`config.mk`:
```
export PLATFORM = sky130hd
export DESIGN_NAME = alu_share_arbiter
export DESIGN_NICKNAME = d
export VERILOG_FILES = /design/src/rtl/alu_share_arbiter.sv
export SDC_FILE = /design/constraint.sdc
export NUM_CORES = 1
export LEC_CHECK = 0
export ABC_CLOCK_PERIOD_IN_PS = 1400
export BUFFER_PORTS_ARGS = -buffer_cell sky130_fd_sc_hd__buf_2
export CORE_MARGIN = 2
export CORE_UTILIZATION = 40
export CTS_CLUSTER_DIAMETER = 120
export DETAILED_ROUTE_END_ITERATION = 10
export PLACE_DENSITY = 0.77
export SETUP_SLACK_MARGIN = 0.2
export SLEW_MARGIN = 20
export SYNTH_ARGS = -nofsm -noshare
export SYNTH_HDL_FRONTEND = slang
export SYNTH_SLANG_ARGS = --single-unit
```
`constraint.sdc`:
```
create_clock -name clk -period 1.4 [get_ports clk]
set_input_delay 0.14 -clock clk [delete_from_list [all_inputs] [get_ports clk]]
set_output_delay 0.14 -clock clk [all_outputs]
set_load 0.1 [all_outputs]
```
`src/rtl/alu_share_arbiter.sv`:
```
// Time-shares one external ALU between two requesters: accept, one-cycle execute, held response.
// Build option: define ALU_ARB_RR_EN for round-robin arbitration (default is fixed priority to req0).
module alu_share_arbiter #(
  parameter int N = 32
) (
  input  logic         clk,
  input  logic         reset,
  input  logic         req0_valid,
  output logic         req0_ready,
  input  logic [N-1:0] req0_a,
  input  logic [N-1:0] req0_b,
  input  logic [3:0]   req0_aluctl,
  input  logic [1:0]   req0_regctl,
  input  logic         req1_valid,
  output logic         req1_ready,
  input  logic [N-1:0] req1_a,
  input  logic [N-1:0] req1_b,
  input  logic [3:0]   req1_aluctl,
  input  logic [1:0]   req1_regctl,
  output logic [N-1:0] alu_a,
  output logic [N-1:0] alu_b,
  output logic [3:0]   alu_ctl,
  output logic [1:0]   alu_regctl,
  input  logic [N-1:0] alu_result,
  input  logic [3:0]   alu_flags,
  output logic         rsp_valid,
  input  logic         rsp_ready,
  output logic         rsp_id,
  output logic [N-1:0] rsp_result,
  output logic [3:0]   rsp_flags
);

  typedef enum logic [1:0] {IDLE, EXEC, RESP} state_t;

  state_t       state_q, state_d;
  logic [N-1:0] alu_a_q, alu_b_q, rsp_result_q;
  logic [3:0]   alu_ctl_q, rsp_flags_q;
  logic [1:0]   alu_regctl_q;
  logic         id_q, rsp_valid_q;
  logic         any_valid, gnt_id, accept;

  assign any_valid = req0_valid | req1_valid;

`ifdef ALU_ARB_RR_EN
  logic rr_q;
  // Contention resolved by the pointer; a lone requester always wins.
  assign gnt_id = (req0_valid & req1_valid) ? rr_q : req1_valid;

  always_ff @(posedge clk) begin
    if (reset)       rr_q <= 1'b0;
    else if (accept) rr_q <= ~gnt_id;
  end
`else
  assign gnt_id = ~req0_valid & req1_valid;
`endif

  assign accept     = (state_q == IDLE) & any_valid & ~reset;
  assign req0_ready = accept & ~gnt_id;
  assign req1_ready = accept &  gnt_id;

  always_comb begin
    state_d = state_q;
    unique case (state_q)
      IDLE:    if (any_valid) state_d = EXEC;
      EXEC:    state_d = RESP;
      RESP:    if (rsp_ready) state_d = IDLE;
      default: state_d = IDLE;
    endcase
  end

  always_ff @(posedge clk) begin
    if (reset) begin
      state_q      <= IDLE;
      alu_a_q      <= '0;
      alu_b_q      <= '0;
      alu_ctl_q    <= 4'b0000;
      alu_regctl_q <= 2'b00;
      id_q         <= 1'b0;
      rsp_valid_q  <= 1'b0;
      rsp_result_q <= '0;
      rsp_flags_q  <= 4'b0000;
    end else begin
      state_q <= state_d;
      if (accept) begin
        alu_a_q      <= gnt_id ? req1_a      : req0_a;
        alu_b_q      <= gnt_id ? req1_b      : req0_b;
        alu_ctl_q    <= gnt_id ? req1_aluctl : req0_aluctl;
        alu_regctl_q <= gnt_id ? req1_regctl : req0_regctl;
        id_q         <= gnt_id;
      end
      // ALU is combinational off alu_*; its output has settled by the end of EXEC.
      if (state_q == EXEC) begin
        rsp_result_q <= alu_result;
        rsp_flags_q  <= alu_flags;
        rsp_valid_q  <= 1'b1;
      end
      if ((state_q == RESP) && rsp_ready) rsp_valid_q <= 1'b0;
    end
  end

  assign alu_a      = alu_a_q;
  assign alu_b      = alu_b_q;
  assign alu_ctl    = alu_ctl_q;
  assign alu_regctl = alu_regctl_q;
  assign rsp_valid  = rsp_valid_q;
  assign rsp_id     = id_q;
  assign rsp_result = rsp_result_q;
  assign rsp_flags  = rsp_flags_q;

endmodule

```
==> impl_metrics.yaml <==
timing:
  hold_violations: 0
  max_slew.worst_pin.slew_ps: 936
  rsz0062_at_grt: "true"
  worst_slack_ps: -83.4
  relSlewSlack_pct: 37.6
  finalSetupViolCount: 48
  fmax_mhz: 674
  slew_viol_final: 0
  fin_crit_ps: 1480
  finClkSkew_ps: 7.97
  fin_crit_sh_pct: 106
power_and_ir_drop:
  irDropWorstVdd_uv: 791
  p_leak_nw: 3.63
  p_total_mw: 10.4
  p_per_area_mw_per_mm2: 1340
grt:
  antenna_found_initial: 0
  grt_pass1_vias: 4539
  use_met3_pct: 5.24
  grt_use_met2_pct: 37.1
  grt_pass1_wl_mm: 22.2
  grt-busiest-layer: "met2"
  use_met1_pct: 24.8
  overflow: 0
  grt_max_degree: 71
  track_usage_pct: 21.0
clock_network:
  clock-sinks: 110
  htreeDepth: 3
  clk_pin_slew_ps: 70
  cts_hold_buffers: 0
  cts_tree: "built"
  root_buffer: "clkbuf_16"
  cts_made_buffers: 9
  cts_buffer_depth: 2
  insertion_delay_ps: 340
worst_setup_path:
  r2r-start: "state_q[0]"
  worst-path-buf-inv: 2
  end_kind: "primary output"
  startpoint_type: "flop"
  path_delay_family: "simple AND/OR/NAND/NOR gates"
  slowest_delay_ps: 340
  crit_type: "flop to primary output"
  slowest_stage: "dfxtp_2"
  rr_worst_depth: 6
  startpoint: "state_q[0]"
  worstPathArrival_ps: 1340
  cp_cell_sequence: "nor3_4, buf_6, and2_4, buf_12"
  cp_max_fo: 2
  critPathRequiredTime_ps: 1260
  timing.rr.end: "alu_a[16]"
  reg2reg_slack_ps: -60
layout:
  layout_commonest_cell: "buf_2"
  nNetsFinal: 963
  area_growth_pct: 52.8
  fillers: 1083
  post-route-util_pct: 61.9
  drive_gt1_share_pct: 67.9
  n_antenna_cell: 0
  layout_common_cells: "buf_2, buf_4, dfxtp_2"
place:
  place_congestion: 0.732
  port_buffers: 290
  hpwl_mm: 10.2
routing:
  routedWlPerCell_um: 16.1
  drt_iter0_markers: 213
  drc_errors: 0
  ant_nets: 0
  drt_wl_total_mm: 15.4
  drtPass1Iterations: 4
  vias: 4833
  vias_per_cell: 5.04
floorplan:
  core_mm2: 0.0125
  rows: 41
  die_area_mm2: 0.0135
  ioPinCount: 291
  die_height_um: 116
  die_w_um: 116
  start_util_pct: 40.5
hold_path:
  hold_start: "alu_result[6]"
  min_to: "rsp_result[6]"
  hp-class: "input pin to flop"
  holdPathStages: 3
logic_synthesis:
  syn_nets: 675
  netlist_instances: 494
  ys_top_cells_by_area: "dfxtp_1, a211oi_2, mux2i_1, a21oi_1, nand2_1"
  synth_top_cell_by_area: "dfxtp_1"
  ys_warn_count: 0
  synth.top_cell.area_share_pct: 43.6
  synth.distinct_cells: 24
  syn_area_mm2: 0.00505
  synth-seq-area-share_pct: 43.6
  ys_seq_elements: 110
  avgSynthCellArea_um2: 10.2
run_status:
  status: "complete, but fails checks"
  violations: "negative setup slack"
job:
  maxCapViolations: 0
state kept, by name, indices dropped and copies added, names as in the netlist:
signal / count
alu_b: 32
rsp_valid: 1
state_q: 2
alu_ctl: 4
rsp_result: 32
alu_a: 32
rsp_flags: 4
alu_regctl: 2
rsp_id: 1
power by group:
part	total, mW	internal (mW)	switching (mW)
clock network	2.66	1.49	1.17
logic	4.11	1.19	2.92
registers	3.61	3.46	0.153
metal layers:
layer  up-vias  wire length (um)
met3        22              1130
met2       195              7870
met5         -                 0
met1      2260              6120
met4         0               276
li1       2356                 -
worst min-delay path, stage by stage:
cell     delay (ps)
buf_2            90
nand2_1          40
a21oi_1          50
worst max path at each step:
stage,end,slack [ps],cells past startpoint
2_1_floorplan,req1_ready,-340,4
3_3_place_gp,req0_ready,90,4
3_5_place_dp,alu_b[6],70,4
4_1_cts,req0_ready,-110,4
5_1_grt,req0_ready,-140,4
6_report,req0_ready,-80,4
layout make-up:
type / instances / area, um2 / area share (%)
multi-input combinational: 333 / 2520 / 32.6
sequential: 110 / 2340 / 30.3
clock inverter: 5 / 56.3 / 0.729
timing repair buffer: 328 / 2340 / 30.3
tap: 172 / 215 / 2.79
clock buffer: 11 / 253 / 3.27
synth_stat cells (all sizes together):
cell type and instances:
clkbuf 11, or3b 1, a211oi 70, nor3 2, dlygate4sd1 3, mux2i 70, or2 1, dfxtp 110
buf 37, nand2b 2, nor4 1, and2 2, nor2b 1, nand3b 1, nor2 1, o21ai 1
nand2 72, a21oi 108
logic make-up (layout without fill, tap and decap cells):
group | after synthesis | count (layout) | share of synthesized area, %
AOI/OAI and AO/OA | 179 | 179 | 28.0
buffers and inverters | 51 | 344 | 7.45
DFF | 110 | 110 | 43.6
muxes | 70 | 70 | 13.9
and+or+nand+nor | 84 | 84 | 7.08
through the flow:
stage,TNS [ps],setup WS [ps],hold slack (ps),cells,cell area [um2]
after floorplan,-338,-338,268,494,5210
after global placement,0,87.4,372,924,6780
after detailed placement,0,73.0,379,924,6780
after CTS,-2420,-110,1.27,952,7570
after global routing,-5750,-137,5.00,959,7720
final,-1510,-83.4,19.5,959,7720
timing repair:
action                                  CTS  global route
gates cloned                              4             5
pin swaps                                 2             1
buffers inserted                          8             2
endpoints found under the setup margin  194           111
resized for setup                       117             8
Power figures use the tool's default switching activity.
